File: config.mk
export PLATFORM = sky130hd
export DESIGN_NAME = sprite_palette_bank_flat
export DESIGN_NICKNAME = d
export VERILOG_FILES = /design/src/rtl/sprite_palette_bank_if.sv /design/src/rtl/sprite_palette_bank.sv /design/src/flat_wrapper.sv
export SDC_FILE = /design/constraint.sdc
export NUM_CORES = 2
export LEC_CHECK = 0
export ABC_AREA = 0
export BUFFER_PORTS_ARGS = -buffer_cell sky130_fd_sc_hd__buf_2
export CORE_ASPECT_RATIO = 0.5
export CORE_MARGIN = 2
export CORE_UTILIZATION = 49
export DETAILED_ROUTE_END_ITERATION = 12
export GPL_ROUTABILITY_DRIVEN = 0
export PLACE_DENSITY = 0.67
export SLEW_MARGIN = 20
export SYNTH_ARGS = -nofsm -noshare
export SYNTH_HDL_FRONTEND = slang
export SYNTH_SLANG_ARGS = --single-unit
File: constraint.sdc
create_clock -name clk -period 1.97 [get_ports clk]
set_input_delay 0.0985 -clock clk [delete_from_list [all_inputs] [get_ports clk]]
set_output_delay 0.0985 -clock clk [all_outputs]
set_load 0.02 [all_outputs]
File: src/rtl/sprite_palette_bank_if.sv
// sprite_palette_bank_if: bus bundle for the sprite palette bank.
//   lookup request : lk_valid, lk_pal_sel, lk_index
//   lookup result  : out_valid, out_red, out_green, out_blue, out_transparent
//   shadow write   : wr_en, wr_pal, wr_index, wr_data ({R,G,B})
//   commit control : commit_req, frame_start, commit_pending
// master = pixel/CPU side driving requests, slave = the palette bank.
interface sprite_palette_bank_if #(
    parameter int NUM_PALETTES = 4,
    parameter int INDEX_W      = 4,
    parameter int COLOR_W      = 4
);
    localparam int PSEL_W = (NUM_PALETTES > 1) ? $clog2(NUM_PALETTES) : 1;
    logic                 lk_valid;
    logic [PSEL_W-1:0]    lk_pal_sel;
    logic [INDEX_W-1:0]   lk_index;
    logic                 out_valid;
    logic [COLOR_W-1:0]   out_red;
    logic [COLOR_W-1:0]   out_green;
    logic [COLOR_W-1:0]   out_blue;
    logic                 out_transparent;
    logic                 wr_en;
    logic [PSEL_W-1:0]    wr_pal;
    logic [INDEX_W-1:0]   wr_index;
    logic [3*COLOR_W-1:0] wr_data;
    logic                 commit_req;
    logic                 frame_start;
    logic                 commit_pending;

    modport master (
        output lk_valid, lk_pal_sel, lk_index, wr_en, wr_pal, wr_index, wr_data,
               commit_req, frame_start,
        input  out_valid, out_red, out_green, out_blue, out_transparent, commit_pending
    );
    modport slave (
        input  lk_valid, lk_pal_sel, lk_index, wr_en, wr_pal, wr_index, wr_data,
               commit_req, frame_start,
        output out_valid, out_red, out_green, out_blue, out_transparent, commit_pending
    );
endinterface

File: src/rtl/sprite_palette_bank.sv
// sprite_palette_bank: multi-palette colour lookup with shadow/active copies.
//   clk   : system clock
//   rst_n : asynchronous active-low reset
//   bus   : sprite_palette_bank_if.slave (lookup, result, shadow write, commit)
// Lookups take two cycles (register request, then read active and register
// result). Edits land in shadow and are copied to active on one edge at a
// frame boundary, so the displayed image never tears.
module sprite_palette_bank #(
    parameter int NUM_PALETTES = 4,
    parameter int INDEX_W      = 4,
    parameter int COLOR_W      = 4,
    parameter int TRANSP_EN    = 1,
    parameter int TRANSP_IDX   = 0
) (
    input logic                  clk,
    input logic                  rst_n,
    sprite_palette_bank_if.slave bus
);
    localparam int PSEL_W = (NUM_PALETTES > 1) ? $clog2(NUM_PALETTES) : 1;
    localparam int DEPTH  = 1 << INDEX_W;
    localparam int EW     = 3 * COLOR_W;
    // One extra bit so a limit equal to 2^PSEL_W is still representable.
    localparam logic [PSEL_W:0] PAL_LIMIT = (PSEL_W+1)'(NUM_PALETTES);

    typedef enum logic {IDLE, ARMED} state_t;

    state_t              state, state_nxt;
    logic                do_copy;
    logic [EW-1:0]       active [NUM_PALETTES][DEPTH];
    logic [EW-1:0]       shadow [NUM_PALETTES][DEPTH];
    logic                s1_valid;
    logic [PSEL_W-1:0]   s1_pal;
    logic [INDEX_W-1:0]  s1_idx;
    logic                s1_pal_ok;
    logic                wr_pal_ok;
    logic [EW-1:0]       rd_entry;

    assign wr_pal_ok = {1'b0, bus.wr_pal} < PAL_LIMIT;
    assign s1_pal_ok = {1'b0, s1_pal} < PAL_LIMIT;
    assign rd_entry  = s1_pal_ok ? active[s1_pal][s1_idx] : '0;
    assign bus.commit_pending = (state == ARMED);

    // A request on a frame_start edge commits immediately; otherwise it arms
    // and waits. Extra requests while armed merge into the same commit.
    always_comb begin
        do_copy   = bus.frame_start && (bus.commit_req || state == ARMED);
        state_nxt = do_copy ? IDLE : (bus.commit_req ? ARMED : state);
    end

    always_ff @(posedge clk or negedge rst_n) begin
        if (!rst_n) state <= IDLE;
        else        state <= state_nxt;
    end

    always_ff @(posedge clk or negedge rst_n) begin
        if (!rst_n) begin
            for (int p = 0; p < NUM_PALETTES; p++)
                for (int i = 0; i < DEPTH; i++)
                    shadow[p][i] <= '0;
        end else if (bus.wr_en && wr_pal_ok) begin
            shadow[bus.wr_pal][bus.wr_index] <= bus.wr_data;
        end
    end

    // Copy samples shadow before any same-edge write reaches it.
    always_ff @(posedge clk or negedge rst_n) begin
        if (!rst_n) begin
            for (int p = 0; p < NUM_PALETTES; p++)
                for (int i = 0; i < DEPTH; i++)
                    active[p][i] <= '0;
        end else if (do_copy) begin
            active <= shadow;
        end
    end

    always_ff @(posedge clk or negedge rst_n) begin
        if (!rst_n) begin
            s1_valid <= 1'b0;
            s1_pal   <= '0;
            s1_idx   <= '0;
        end else begin
            s1_valid <= bus.lk_valid;
            s1_pal   <= bus.lk_pal_sel;
            s1_idx   <= bus.lk_index;
        end
    end

    // Result fields hold their last value while no lookup is in flight.
    always_ff @(posedge clk or negedge rst_n) begin
        if (!rst_n) begin
            bus.out_valid       <= 1'b0;
            bus.out_red         <= '0;
            bus.out_green       <= '0;
            bus.out_blue        <= '0;
            bus.out_transparent <= 1'b0;
        end else begin
            bus.out_valid <= s1_valid;
            if (s1_valid) begin
                {bus.out_red, bus.out_green, bus.out_blue} <= rd_entry;
                bus.out_transparent <= s1_pal_ok ?
                    ((TRANSP_EN != 0) && (s1_idx == INDEX_W'(TRANSP_IDX))) : 1'b1;
            end
        end
    end
endmodule

File: src/flat_wrapper.sv
// flat-port wrapper written by rule: the top's interface ports become plain ports
module sprite_palette_bank_flat 
#(
    parameter int NUM_PALETTES = 4,
    parameter int INDEX_W      = 4,
    parameter int COLOR_W      = 4,
    parameter int TRANSP_EN    = 1,
    parameter int TRANSP_IDX   = 0
)
  (clk, rst_n, bus_lk_valid, bus_lk_pal_sel, bus_lk_index, bus_wr_en, bus_wr_pal, bus_wr_index, bus_wr_data, bus_commit_req, bus_frame_start, bus_out_valid, bus_out_red, bus_out_green, bus_out_blue, bus_out_transparent, bus_commit_pending);
  sprite_palette_bank_if #(.NUM_PALETTES(NUM_PALETTES), .INDEX_W(INDEX_W), .COLOR_W(COLOR_W)) bus_i ();
  input logic clk;
  input logic rst_n;
  input wire logic [$bits(bus_i.lk_valid)-1:0] bus_lk_valid;
  input wire logic [$bits(bus_i.lk_pal_sel)-1:0] bus_lk_pal_sel;
  input wire logic [$bits(bus_i.lk_index)-1:0] bus_lk_index;
  input wire logic [$bits(bus_i.wr_en)-1:0] bus_wr_en;
  input wire logic [$bits(bus_i.wr_pal)-1:0] bus_wr_pal;
  input wire logic [$bits(bus_i.wr_index)-1:0] bus_wr_index;
  input wire logic [$bits(bus_i.wr_data)-1:0] bus_wr_data;
  input wire logic [$bits(bus_i.commit_req)-1:0] bus_commit_req;
  input wire logic [$bits(bus_i.frame_start)-1:0] bus_frame_start;
  output wire logic [$bits(bus_i.out_valid)-1:0] bus_out_valid;
  output wire logic [$bits(bus_i.out_red)-1:0] bus_out_red;
  output wire logic [$bits(bus_i.out_green)-1:0] bus_out_green;
  output wire logic [$bits(bus_i.out_blue)-1:0] bus_out_blue;
  output wire logic [$bits(bus_i.out_transparent)-1:0] bus_out_transparent;
  output wire logic [$bits(bus_i.commit_pending)-1:0] bus_commit_pending;
  assign bus_i.lk_valid = bus_lk_valid;
  assign bus_i.lk_pal_sel = bus_lk_pal_sel;
  assign bus_i.lk_index = bus_lk_index;
  assign bus_i.wr_en = bus_wr_en;
  assign bus_i.wr_pal = bus_wr_pal;
  assign bus_i.wr_index = bus_wr_index;
  assign bus_i.wr_data = bus_wr_data;
  assign bus_i.commit_req = bus_commit_req;
  assign bus_i.frame_start = bus_frame_start;
  assign bus_out_valid = bus_i.out_valid;
  assign bus_out_red = bus_i.out_red;
  assign bus_out_green = bus_i.out_green;
  assign bus_out_blue = bus_i.out_blue;
  assign bus_out_transparent = bus_i.out_transparent;
  assign bus_commit_pending = bus_i.commit_pending;
  sprite_palette_bank #(.NUM_PALETTES(NUM_PALETTES), .INDEX_W(INDEX_W), .COLOR_W(COLOR_W), .TRANSP_EN(TRANSP_EN), .TRANSP_IDX(TRANSP_IDX)) u_core (.clk(clk), .rst_n(rst_n), .bus(bus_i));
endmodule
==> flow_summary.ini <==
[status]
status = finished with violations
failed_checks = negative setup slack

[detailed_routing]
avgRoutedWirePerCell_um = 26.4
vias_per_cell = 5.83
finalWirelength_um = 164000
dr.first_iter.drc_count = 2627
drtAntennaViolNets = 0
first_pass_iters = 7
drc = 0
via_count = 36300

[timing]
max_clock_freq_ghz = 0.412
fin_skew_ns = 0.0244
maxSlewViolCount = 0
tns_ns = -4.78
fin_crit_ns = 2.43
finalCritPeriodShare = 1.23
finalSetupViolations = 12
maxSlewHeadroom = 0.260
worstMarginPinSlew_ns = 1.11
hold_violations = 0
rsz0062_at_grt = true
setup_slack_ns = -0.459

[yosys]
synthesis.instances = 4051
ys_warn_count = 0
synth.top_cell.area_share = 0.606
yosysTopAreaCell = dfrtp_1
synth_common_cells = mux2_2, dfrtp_1, clkbuf_1, mux4_2, nand2_1
netlist_area_sq_um = 64300
synthFlopType = dfrtp_1
ys_seq_area_frac = 0.606
avgSynthCellArea_sq_um = 15.9
synth.most_common_cell = mux2_2
ys_seq_elements = 1558
synthArstFlopShare = 1.00
synth_area_leaders = dfrtp_1, mux2_2, mux4_2, mux2i_1, clkbuf_1
yosysUniqueCellTypes = 59
synth-edff-count = 0
synth_nets = 4081

[die]
die_area_sq_um = 134000
die_y_um = 260
fp.dieW_um = 516
rows = 93
core_area_sq_um = 130000
start_util = 0.497
io_pins = 45

[worst_setup_path]
end_kind = register
r2r_slack_ns = -0.46
path_max_fanout = 4
cp-start-kind = register
crit_chain = buf_12 -> clkbuf_16 -> buf_4 -> mux4_2 -> a22o_1 -> a211oi_2 -> nor3_2 -> o32a_1
arrival_ns = 3.08
crit_type = reg2reg
cp_slowest_cell = dfrtp_4
critPathMaxStageDelay_ns = 0.53
required_ns = 2.62

[placement]
io_buffers = 44
pre_cts_slack_ns = -0.947
dp_hpwl_um = 104000

[clock_tree]
cts_tree = done
worstSkewPairLatency_ns = 0.77
clock_path_buffers = 3
root_buffer = clkbuf_16
htreeDepth = 4
cts-buffers-inserted = 142
clkSlewWorstSetupHoldPaths_ns = 0.07
cts.sinks = 1558

[power]
p_per_area_nw_per_um2 = 1050
p_leak_uw = 0.0362
p_int_uw = 59400
power.share.clock = 0.360
ir_drop_mv = 0.868
seq_power_share = 0.502
switchingPower_uw = 19600
power_frac_comb = 0.139
sw_frac_of_total = 0.248

[global_route]
grt_max_degree = 107
grt_pass1_vias = 38400
grt_pass1_wl_um = 249000
grt-ovfl-total = 0
track_usage = 0.249
antenna_found_initial = 9

[finish]
drive_gt1_frac = 0.560
fillers = 9835
postLayoutCoreUtil = 0.583
area_growth_pct = 17.3
nets = 4387

[worst_hold_path]
hp-class = in2reg

[job]
cap_violations = 0
==> registers in the layout, summed over array words and instances, names as in the netlist <==
signal / flops
u_core.active: 768
u_core.bus.commit_pending: 1
u_core.bus.out_blue: 4
u_core.bus.out_green: 4
u_core.bus.out_red: 4
u_core.bus.out_transparent: 1
u_core.bus.out_valid: 1
u_core.s1_idx: 4
u_core.s1_pal: 2
u_core.s1_valid: 1
u_core.shadow: 768
==> worst paths after layout <==
| path | start | end | cells past startpoint |
|---|---|---|---|
| min | bus_wr_index[1] | u_core.shadow[661] | 5 |
| max in group asynchronous | rst_n | u_core.s1_pal[0] | 3 |
| min in group asynchronous | rst_n | u_core.shadow[222] | 3 |
| min reg2reg | u_core.shadow[640] | u_core.active[640] | 1 |
| max | u_core.s1_pal[0] | u_core.bus.out_blue[2] | 8 |
| max reg2reg | u_core.s1_pal[0] | u_core.bus.out_blue[2] | 8 |
==> layer usage <==
layer	track usage	wire, um
met5	0	113
met4	0.0708	3700
met3	0.0500	9160
met2	0.387	76500
met1	0.357	74700
==> cell type report <==
cell class                 instances  area (sq um)  share of cell area
timing repair buffer             474          4980              0.0660
clock buffer                     199          4100              0.0543
multi-input combinational       2175         24500               0.325
inverter                           6          26.3            0.000348
tap                             1757          2200              0.0291
sequential                      1558         39000               0.517
clock inverter                    56           651             0.00862
antenna                            5          12.5            0.000166
==> worst max-delay path: cells and delay by family (launching register included) <==
family / cells / cell delay, ns
AO/OA/AOI/OAI: 3 / 0.79
flip-flops: 1 / 0.53
multiplexers: 1 / 0.45
buffers and inverters: 3 / 0.42
AND/OR/NAND/NOR: 1 / 0.14
==> power groups by stage <==
stage          Combinational, uW  Sequential, uW  Clock (uW)
6_report                   11000           39700       28400
5_1_grt                    11800           40200       30400
4_1_cts                    10900           39600       29000
3_5_place_dp               10500           40200           0
3_3_place_gp               10100           39900           0
2_1_floorplan               7180           39000           0
==> metrics by stage <==
step                instance area (sq um)  hold slack (ns)  power [uW]  instances
finish                              75400           0.0144       79100       6230
global route                        75400           0.0294       82300       6229
CTS                                 74900           0.0166       79500       6208
detailed placement                  69300           0.0653       50700       5911
global placement                    69300           0.0645       50000       5911
floorplan                           64300           -0.197       46200       4051
==> cell families after synthesis <==
group,share of synthesized area
mux,0.339
flops,0.606
simple gates,0.0150
compound gates,0.0172
buf+inv,0.0231
==> layout by cell type (no fill, tap or decap), types with 8 or more instances in the layout <==
cell type / count
mux2_2: 1579
dfrtp_1: 1554
buf_4: 284
clkbuf_16: 150
mux4_2: 135
buf_12: 96
nand2_1: 92
mux2i_1: 73
nor2_1: 44
buf_2: 43
clkinv_2: 32
clkbuf_1: 31
dlygate4sd3_1: 23
clkbuf_8: 20
a21oi_1: 18
o22ai_1: 17
buf_6: 16
bufinv_16: 13
nor3_1: 10
o221ai_1: 10
nor2b_1: 9
nand2_2: 8
a22oi_1: 8
buf_16: 8
==> what timing repair did <==
| action | in CTS | in global routing |
|---|---|---|
| resized for setup | 100 | 61 |
| setup buffers | 15 | 17 |
| cloned | 3 | 2 |
| pin swaps | 16 | 20 |
| hold buffers | 25 | 0 |
| setup endpoints to repair | 12 | 13 |
| hold endpoints to repair | 1610 | 0 |
No activity file was read; power rests on OpenSTA's default activity.
